$ cat src/rtl/ext_accel_pwr_ctrl.sv
// ext_accel_pwr_ctrl
// Per-channel power sequencer for external accelerators: power switch,
// isolation, reset release and clock enable, plus per-channel interrupt
// pending bits mapped onto an MCU interrupt vector.
// Optional feature: define EXT_ACCEL_ACK_TIMEOUT_EN to build a switch-ack
// timeout that parks a channel in ERR when the acknowledge never arrives.
module ext_accel_pwr_ctrl #(
  parameter int NUM_CH      = 4,
  parameter int NEXT_INT    = 64,
  parameter int INT_BASE    = 0,
  parameter int ISO_DELAY   = 4,
  parameter int ACK_TIMEOUT = 1024
) (
  input  logic                clk_i,
  input  logic                rst_i,
  input  logic [NUM_CH-1:0]   pwr_on_req_i,
  input  logic [NUM_CH-1:0]   pwr_off_req_i,
  input  logic [NUM_CH-1:0]   powergate_switch_ack_i,
  input  logic [NUM_CH-1:0]   accel_int_i,
  input  logic [NUM_CH-1:0]   int_clr_i,
  input  logic [NUM_CH-1:0]   int_mask_i,
  output logic [NUM_CH-1:0]   powergate_switch_o,
  output logic [NUM_CH-1:0]   powergate_iso_o,
  output logic [NUM_CH-1:0]   subsystem_rst_no,
  output logic [NUM_CH-1:0]   clk_en_o,
  output logic [NUM_CH-1:0]   ch_on_o,
  output logic [NUM_CH-1:0]   ch_err_o,
  output logic [NEXT_INT-1:0] intr_vector_o
);

  typedef enum logic [2:0] {
    S_OFF,
    S_PWR_UP,
    S_ISO_WAIT,
    S_RST_REL,
    S_ON,
    S_PWR_DN,
    S_ERR
  } state_t;

`ifdef EXT_ACCEL_ACK_TIMEOUT_EN
  // Counter only needs to reach ACK_TIMEOUT-1 before the state is abandoned.
  localparam int TO_W = (ACK_TIMEOUT > 1) ? $clog2(ACK_TIMEOUT) : 1;
`endif

  // Parameter sanity checks, evaluated at elaboration.
  if (INT_BASE + NUM_CH > NEXT_INT) begin : g_bad_int_map
    $error("ext_accel_pwr_ctrl: INT_BASE+NUM_CH exceeds NEXT_INT");
  end
  if (NUM_CH < 1 || NUM_CH > 8) begin : g_bad_num_ch
    $error("ext_accel_pwr_ctrl: NUM_CH must be 1..8");
  end
  if (ISO_DELAY < 1 || ISO_DELAY > 255) begin : g_bad_iso_delay
    $error("ext_accel_pwr_ctrl: ISO_DELAY must be 1..255");
  end
  if (ACK_TIMEOUT < 1) begin : g_bad_ack_timeout
    $error("ext_accel_pwr_ctrl: ACK_TIMEOUT must be at least 1");
  end

  logic [NUM_CH-1:0] ack_meta_q;
  logic [NUM_CH-1:0] ack_sync_q;
  logic [NUM_CH-1:0] pending_q;

  // Two-flop synchroniser for the asynchronous power-switch acknowledges.
  always_ff @(posedge clk_i) begin
    if (rst_i) begin
      ack_meta_q <= '0;
      ack_sync_q <= '0;
    end else begin
      ack_meta_q <= powergate_switch_ack_i;
      ack_sync_q <= ack_meta_q;
    end
  end

  // Interrupt pending bits: set only while running, set beats clear.
  always_ff @(posedge clk_i) begin
    if (rst_i) begin
      pending_q <= '0;
    end else begin
      pending_q <= (accel_int_i & ch_on_o) | (pending_q & ~int_clr_i);
    end
  end

  for (genvar b = 0; b < NEXT_INT; b++) begin : g_intr
    if (b >= INT_BASE && b < INT_BASE + NUM_CH) begin : g_map
      assign intr_vector_o[b] = pending_q[b-INT_BASE] & int_mask_i[b-INT_BASE];
    end else begin : g_zero
      assign intr_vector_o[b] = 1'b0;
    end
  end

  for (genvar c = 0; c < NUM_CH; c++) begin : g_ch
    state_t     state_q, state_d;
    logic [7:0] iso_cnt_q, iso_cnt_d;
    logic       on_req, off_req, ack;
    logic       sw, iso, rst_n, clk_en, on;
`ifdef EXT_ACCEL_ACK_TIMEOUT_EN
    logic [TO_W-1:0] to_cnt_q, to_cnt_d;
    logic            to_expired;
`endif

    assign on_req  = pwr_on_req_i[c];
    assign off_req = pwr_off_req_i[c];
    assign ack     = ack_sync_q[c];

`ifdef EXT_ACCEL_ACK_TIMEOUT_EN
    assign to_expired = (to_cnt_q == TO_W'(ACK_TIMEOUT - 1));
`endif

    // State and dwell counters.
    always_ff @(posedge clk_i) begin
      if (rst_i) begin
        state_q   <= S_OFF;
        iso_cnt_q <= '0;
`ifdef EXT_ACCEL_ACK_TIMEOUT_EN
        to_cnt_q  <= '0;
`endif
      end else begin
        state_q   <= state_d;
        iso_cnt_q <= iso_cnt_d;
`ifdef EXT_ACCEL_ACK_TIMEOUT_EN
        to_cnt_q  <= to_cnt_d;
`endif
      end
    end

    // Next-state and Moore output decode; off always beats on.
    always_comb begin
      state_d = state_q;
      sw      = 1'b0;
      iso     = 1'b1;
      rst_n   = 1'b0;
      clk_en  = 1'b0;
      on      = 1'b0;
      case (state_q)
        S_OFF: begin
          if (on_req && !off_req) state_d = S_PWR_UP;
        end
        S_PWR_UP: begin
          sw = 1'b1;
          if (off_req) state_d = S_PWR_DN;
          else if (ack) state_d = S_ISO_WAIT;
`ifdef EXT_ACCEL_ACK_TIMEOUT_EN
          else if (to_expired) state_d = S_ERR;
`endif
        end
        S_ISO_WAIT: begin
          sw = 1'b1;
          if (off_req) state_d = S_PWR_DN;
          else if (iso_cnt_q == 8'(ISO_DELAY - 1)) state_d = S_RST_REL;
        end
        S_RST_REL: begin
          sw      = 1'b1;
          iso     = 1'b0;
          clk_en  = 1'b1;
          state_d = off_req ? S_PWR_DN : S_ON;
        end
        S_ON: begin
          sw     = 1'b1;
          iso    = 1'b0;
          clk_en = 1'b1;
          rst_n  = 1'b1;
          on     = 1'b1;
          if (off_req) state_d = S_PWR_DN;
        end
        S_PWR_DN: begin
          if (!ack) state_d = S_OFF;
`ifdef EXT_ACCEL_ACK_TIMEOUT_EN
          else if (to_expired) state_d = S_ERR;
`endif
        end
        S_ERR: begin
          if (off_req) state_d = S_OFF;
        end
        default: state_d = S_OFF;
      endcase

      // Counters restart on every state entry; each only runs in the
      // states that consume it.
      iso_cnt_d = (state_q == S_ISO_WAIT) ? iso_cnt_q + 8'd1 : '0;
`ifdef EXT_ACCEL_ACK_TIMEOUT_EN
      if (state_d != state_q || !(state_q == S_PWR_UP || state_q == S_PWR_DN))
        to_cnt_d = '0;
      else
        to_cnt_d = to_cnt_q + TO_W'(1);
`endif
    end

    assign powergate_switch_o[c] = sw;
    assign powergate_iso_o[c]    = iso;
    assign subsystem_rst_no[c]   = rst_n;
    assign clk_en_o[c]           = clk_en;
    assign ch_on_o[c]            = on;
`ifdef EXT_ACCEL_ACK_TIMEOUT_EN
    assign ch_err_o[c]           = (state_q == S_ERR);
`else
    assign ch_err_o[c]           = 1'b0;
`endif
  end

endmodule

$ cat config.mk
export PLATFORM = sky130hd
export DESIGN_NAME = ext_accel_pwr_ctrl
export DESIGN_NICKNAME = d
export VERILOG_FILES = /design/src/rtl/ext_accel_pwr_ctrl.sv
export SDC_FILE = /design/constraint.sdc
export NUM_CORES = 1
export LEC_CHECK = 0
export ABC_AREA = 1
export BUFFER_PORTS_ARGS = -buffer_cell sky130_fd_sc_hd__buf_4
export CORE_MARGIN = 4
export CORE_UTILIZATION = 29
export DETAILED_ROUTE_END_ITERATION = 8
export PLACE_DENSITY = 0.56
export SYNTH_ARGS = -nofsm -noshare
export SYNTH_HDL_FRONTEND = slang
export SYNTH_SLANG_ARGS = --single-unit
export TNS_END_PERCENT = 100
$ cat constraint.sdc
create_clock -name clk_i -period 1.5 [get_ports clk_i]
set_input_delay 0.3 -clock clk_i [delete_from_list [all_inputs] [get_ports clk_i]]
set_output_delay 0.3 -clock clk_i [all_outputs]
set_load 0.05 [all_outputs]
# Word-level counts from Yosys, hierarchy flattened
# Cells that the tools add are included.
# word_totals
register_bits,56
inputBits,26
# op_classes
add_sub_neg,4
n_eq_ne,52
n_mux,56
bitwise_logic,12
reduce_logical,28
# op_table
op,count
$mux W3,32
$pmux W3 S7,4
$eq A3 B3 Y1 const B,12
$add A8 B1 Y8 const B,4
$eq A8 B2 Y1 const B,4
$ne A2 B2 Y1 const B,16
$eq A3 B2 Y1 const B,8
$ne A3 B3 Y1 const B,8
$reduce_and A6 Y1,4
$mux W1,20
$reduce_or A2 Y1,8
$reduce_or A4 Y1,4
$eq A3 B1 Y1 const B,4
$logic_not A3 Y1,4
$and A4 B4 Y4,2
$and A1 B1 Y1,4
$logic_and A1 B1 Y1,4
$logic_not A1 Y1,4
$not A1 Y1,4
$not A4 Y4,1
$or A4 B4 Y4,1

# Longest topological paths before layout
# depth
depth_word,4
ltp_mapped,9
ltp_nobuf,9

# Least setup slack after synthesis
# OpenSTA, ideal clock, no wires.
# synth_path
kind,reg-to-output
start,register g_ch[1].state_q[0]
end,output port powergate_iso_o[1]
arrival_ns,1.020
slack_ns,0.180
path_stages_with_launch,8
path_buffers,1
cell_sequence,dfxtp_1 nor2_1 inv_1 nand2_1 inv_1 nor2_1 inv_1 buf_4
# synth_via
elab_chain_cells,3
word_cells_on_any_way,4
classes_between,2 x eq/ne; 1 x mux; 1 x reduce/logical
# synth_rtl
item,line_no,rtl
from (decl),93,"state_t state_q, state_d;"
from (signal assigned),119,state_q <= state_d;
$eq A3 B3 Y1 / $eq A3 B2 Y1 (equally long branches),135,case (state_q)
$reduce_or A2 Y1 (no source line) *,n/a,
$mux W1 *,135,
to (decl),23,"output logic [NUM_CH-1:0] powergate_iso_o,"
# Mark *: on every way between the ends. The rest lies on a longest branch, timed or not.

# Worst setup path after layout
# layout_path
start,register g_ch[3].state_q[1]
end,output port powergate_switch_o[3]
# layout_via
elab_chain_cells,3
word_cells_on_any_way,6
classes_between,4 x eq/ne; 1 x mux; 1 x reduce/logical
# layout_rtl
item,line_no,rtl
from (decl),93,
from (signal assigned),119,
"$eq A3 B2 Y1, or another cell as far along",135,
$reduce_or A4 Y1 (no source line) *,n/a,
$mux W1 *,135,
to (decl),22,"output logic [NUM_CH-1:0] powergate_switch_o,"
# Marked as above.

==> results.txt <==
CTS tree -> built
Final std cells w/o fill -> 713
IO Port Bufs -> 49
Initial core utilization -> 29.60%
Routed WL per cell -> 9.693 µm
Avg Inst Size Synth -> 6.639 µm²
Leak Pwr -> 2.010 nW
Mapped Area -> 3379 µm²
Final total negative setup slack -> -0.7305 ns
Final slew viol count -> 0
Post-synthesis cell count -> 509
RSZ-0062 raised after global routing -> yes
Max Cap Viol -> 0
Die H -> 116.0 µm
RePlAce Congestion -> 0.8704
Setup ws final -> -0.07899 ns
Residual DRC -> 0
Largest net degree at the start of global routing -> 17
CTS Buf Count -> 5
Routed WL -> 6911 µm
Total Routing Usage GR -> 9.915%
Clock Tree Root -> clkbuf_16
Placement Setup Slack -> 0.08418 ns
Antenna Violating Nets Remaining -> 0
First-pass GRT wire length -> 11,100 µm
Multi-input gate area -> 1729 µm²
Startpoint type of the worst setup path -> register
Drt first pass iters -> 4
Crit path DAT -> 1.28 ns
IO Pins -> 114
Detailed Place HPWL -> 4990 µm
Hold_buf cts -> 0
Antenna violations before repair -> 0
Most common cell after layout, fill and taps aside -> nand2_1
Crit path largest cell delay -> 0.38 ns
Die area -> 13,440 µm²
Core area -> 11,420 µm²
Via count -> 2,945
Crit end category -> primary output
Share of layout cells above drive strength 1 -> 27.54%
Final Cycle Share -> 105.3%
Synth unique cells -> 30
Nets -> 599
Worst Path Required -> 1.20 ns
Most frequent cells in the layout -> 75 x nand2_1, 74 x nor2_1, 64 x conb_1, 60 x inv_1, 52 x buf_4
Clock Latency Late Sink -> 0.28 ns
Cell count after placement -> 680
Clk_skew -> 0.004734 ns
Vias in the first global route -> 2,649
Fillers -> 1,120
Slowest CP cell -> dfxtp_4
Longest Clk Path Bufs -> 2
Hold WC Path Type -> primary input to register
Peak supply drop -> 1863 µV
H-tree depth -> 2
Num rows -> 39
Die W -> 116.0 µm
Minimum clock period -> 1.579 ns
ANT cells -> 0
Total grt overflow -> 0
Vias per cell -> 4.130
Clock sink count -> 56
Clock slew at reported path FFs -> 0.07 ns
Failing checks -> setup timing
Sequential fraction of the synthesis area -> 33.17%
Asr flop ratio synth -> 0%
Post-synth EDFFs -> 0
Final setup viols -> 15
FF/Latch Area -> 1162 µm²
Status -> complete, but fails checks
Number of failing hold endpoints at the final stage -> 0
Crit-path max FO -> 6
Initial DRC count -> 134
Area Overhead vs Synth -> 27.43%
Crit-path cells -> buf_6, nor3_4, nor2_4, nand2_2, buf_8
Max frequency -> 0.6333 GHz
Synth warnings -> 0
Pwr/cell area -> 1985 nW/µm²
Synthesis-stage register bit count -> 56
Primary FF master, synth -> dfxtp_1
WS Path Type -> register to primary output
## flip-flops by register name (all words and copies together) (netlist names)
register and flops:
ack_meta_q 4, ack_sync_q 4, g_ch.iso_cnt_q 32, g_ch.state_q 12, pending_q 4
## per-stage QoR
| stage | total power [W] | area [µm²] | hold WS (ns) | utilization (%) |
|---|---|---|---|---|
| floorplan | 0.005247 | 3616 | 0.3883 | - |
| global placement | 0.005543 | 3542 | 0.3916 | 31.02 |
| detailed placement | 0.005574 | 3542 | 0.3921 | 31.02 |
| CTS | 0.007757 | 4023 | 0.2110 | 35.23 |
| global route | 0.009098 | 4307 | 0.2097 | 37.72 |
| finish | 0.008550 | 4307 | 0.2139 | 37.72 |
## what timing repair did
action / CTS / global route
endpoints found under the setup margin: 20 / 22
pin swaps: 12 / 13
resized for setup: 77 / 47
setup buffers: 11 / 14
## report_power, final
group	leakage, nW	internal, W	total (W)	switching, W
logic	1.46	0.00198	0.00511	0.00313
clock network	0.0901	0.000880	0.00139	0.000513
registers	0.463	0.00175	0.00205	0.000302
total	2.01	0.00461	0.00855	0.00394
## worst paths after layout
| check | to | slack [ns] | depth (start not counted) | start |
|---|---|---|---|---|
| worst max-delay path | powergate_switch_o[3] | -0.08 | 5 | g_ch[3].state_q[1]$_SDFFE_PP0P_ |
| worst min-delay path | ack_meta_q[3]$_SDFF_PP0_ | 0.21 | 3 | powergate_switch_ack_i[3] |
| worst max register to register | g_ch[0].state_q[0]$_SDFFE_PP0P_ | 0.17 | 10 | g_ch[0].state_q[1]$_SDFFE_PP0P_ |
| worst min register to register | ack_sync_q[2]$_SDFF_PP0_ | 0.40 | 2 | ack_meta_q[2]$_SDFF_PP0_ |
## layer usage
layer / wire [µm] / GRT usage [%] / vias to the layer above
met1: 2886 / 11.58 / 1295
met4: 43 / 3.016 / 0
met3: 589 / 2.350 / 2
met5: 0 / 0 / -
li1: - / - / 1545
met2: 3392 / 17.91 / 103
## critical path: cells and delay by family, from the launching register on
kind,cells,cell delay (ns)
flops,1,0.38
buf+inv,2,0.26
simple gates,3,0.36
## synthesized netlist by cell type (2+ instances only)
cell / instances / area [µm²]
a21oi_1: 36 / 180.2
buf_4: 84 / 630.6
clkbuf_1: 2 / 7.510
dfxtp_1: 56 / 1121
ha_1: 4 / 50.05
inv_1: 76 / 285.3
inv_2: 4 / 15.01
nand2_1: 83 / 311.6
nand2_2: 2 / 12.51
nand3_1: 28 / 140.1
nand4_1: 5 / 31.28
nor2_1: 84 / 315.3
nor2_2: 4 / 25.02
nor3_1: 9 / 45.04
o21ai_0: 15 / 75.07
o21ai_2: 2 / 17.52
xnor2_1: 2 / 17.52
## final cells by class
type                       instances  share of cell area (%)
timing repair buffer              77                   17.14
inverter                          80                   7.321
sequential                        56                   26.99
multi-input combinational        349                   40.15
tap                              143                   4.155
clock buffer                       7                   3.544
clock inverter                     1                  0.6973
## cell families after synthesis
kind of cell             count (synthesis)  share of synthesized area (%)
AND/OR/NAND/NOR                        222                          27.92
buffers and inverters                  167                          27.92
AO/OA/AOI/OAI                           56                          8.626
flip-flops                              56                          33.17
adder cells (fa/ha/maj)                  4                          1.481
XOR/XNOR                                 3                         0.7776
other                                    1                         0.1110
Power figures use the tool's default switching activity.
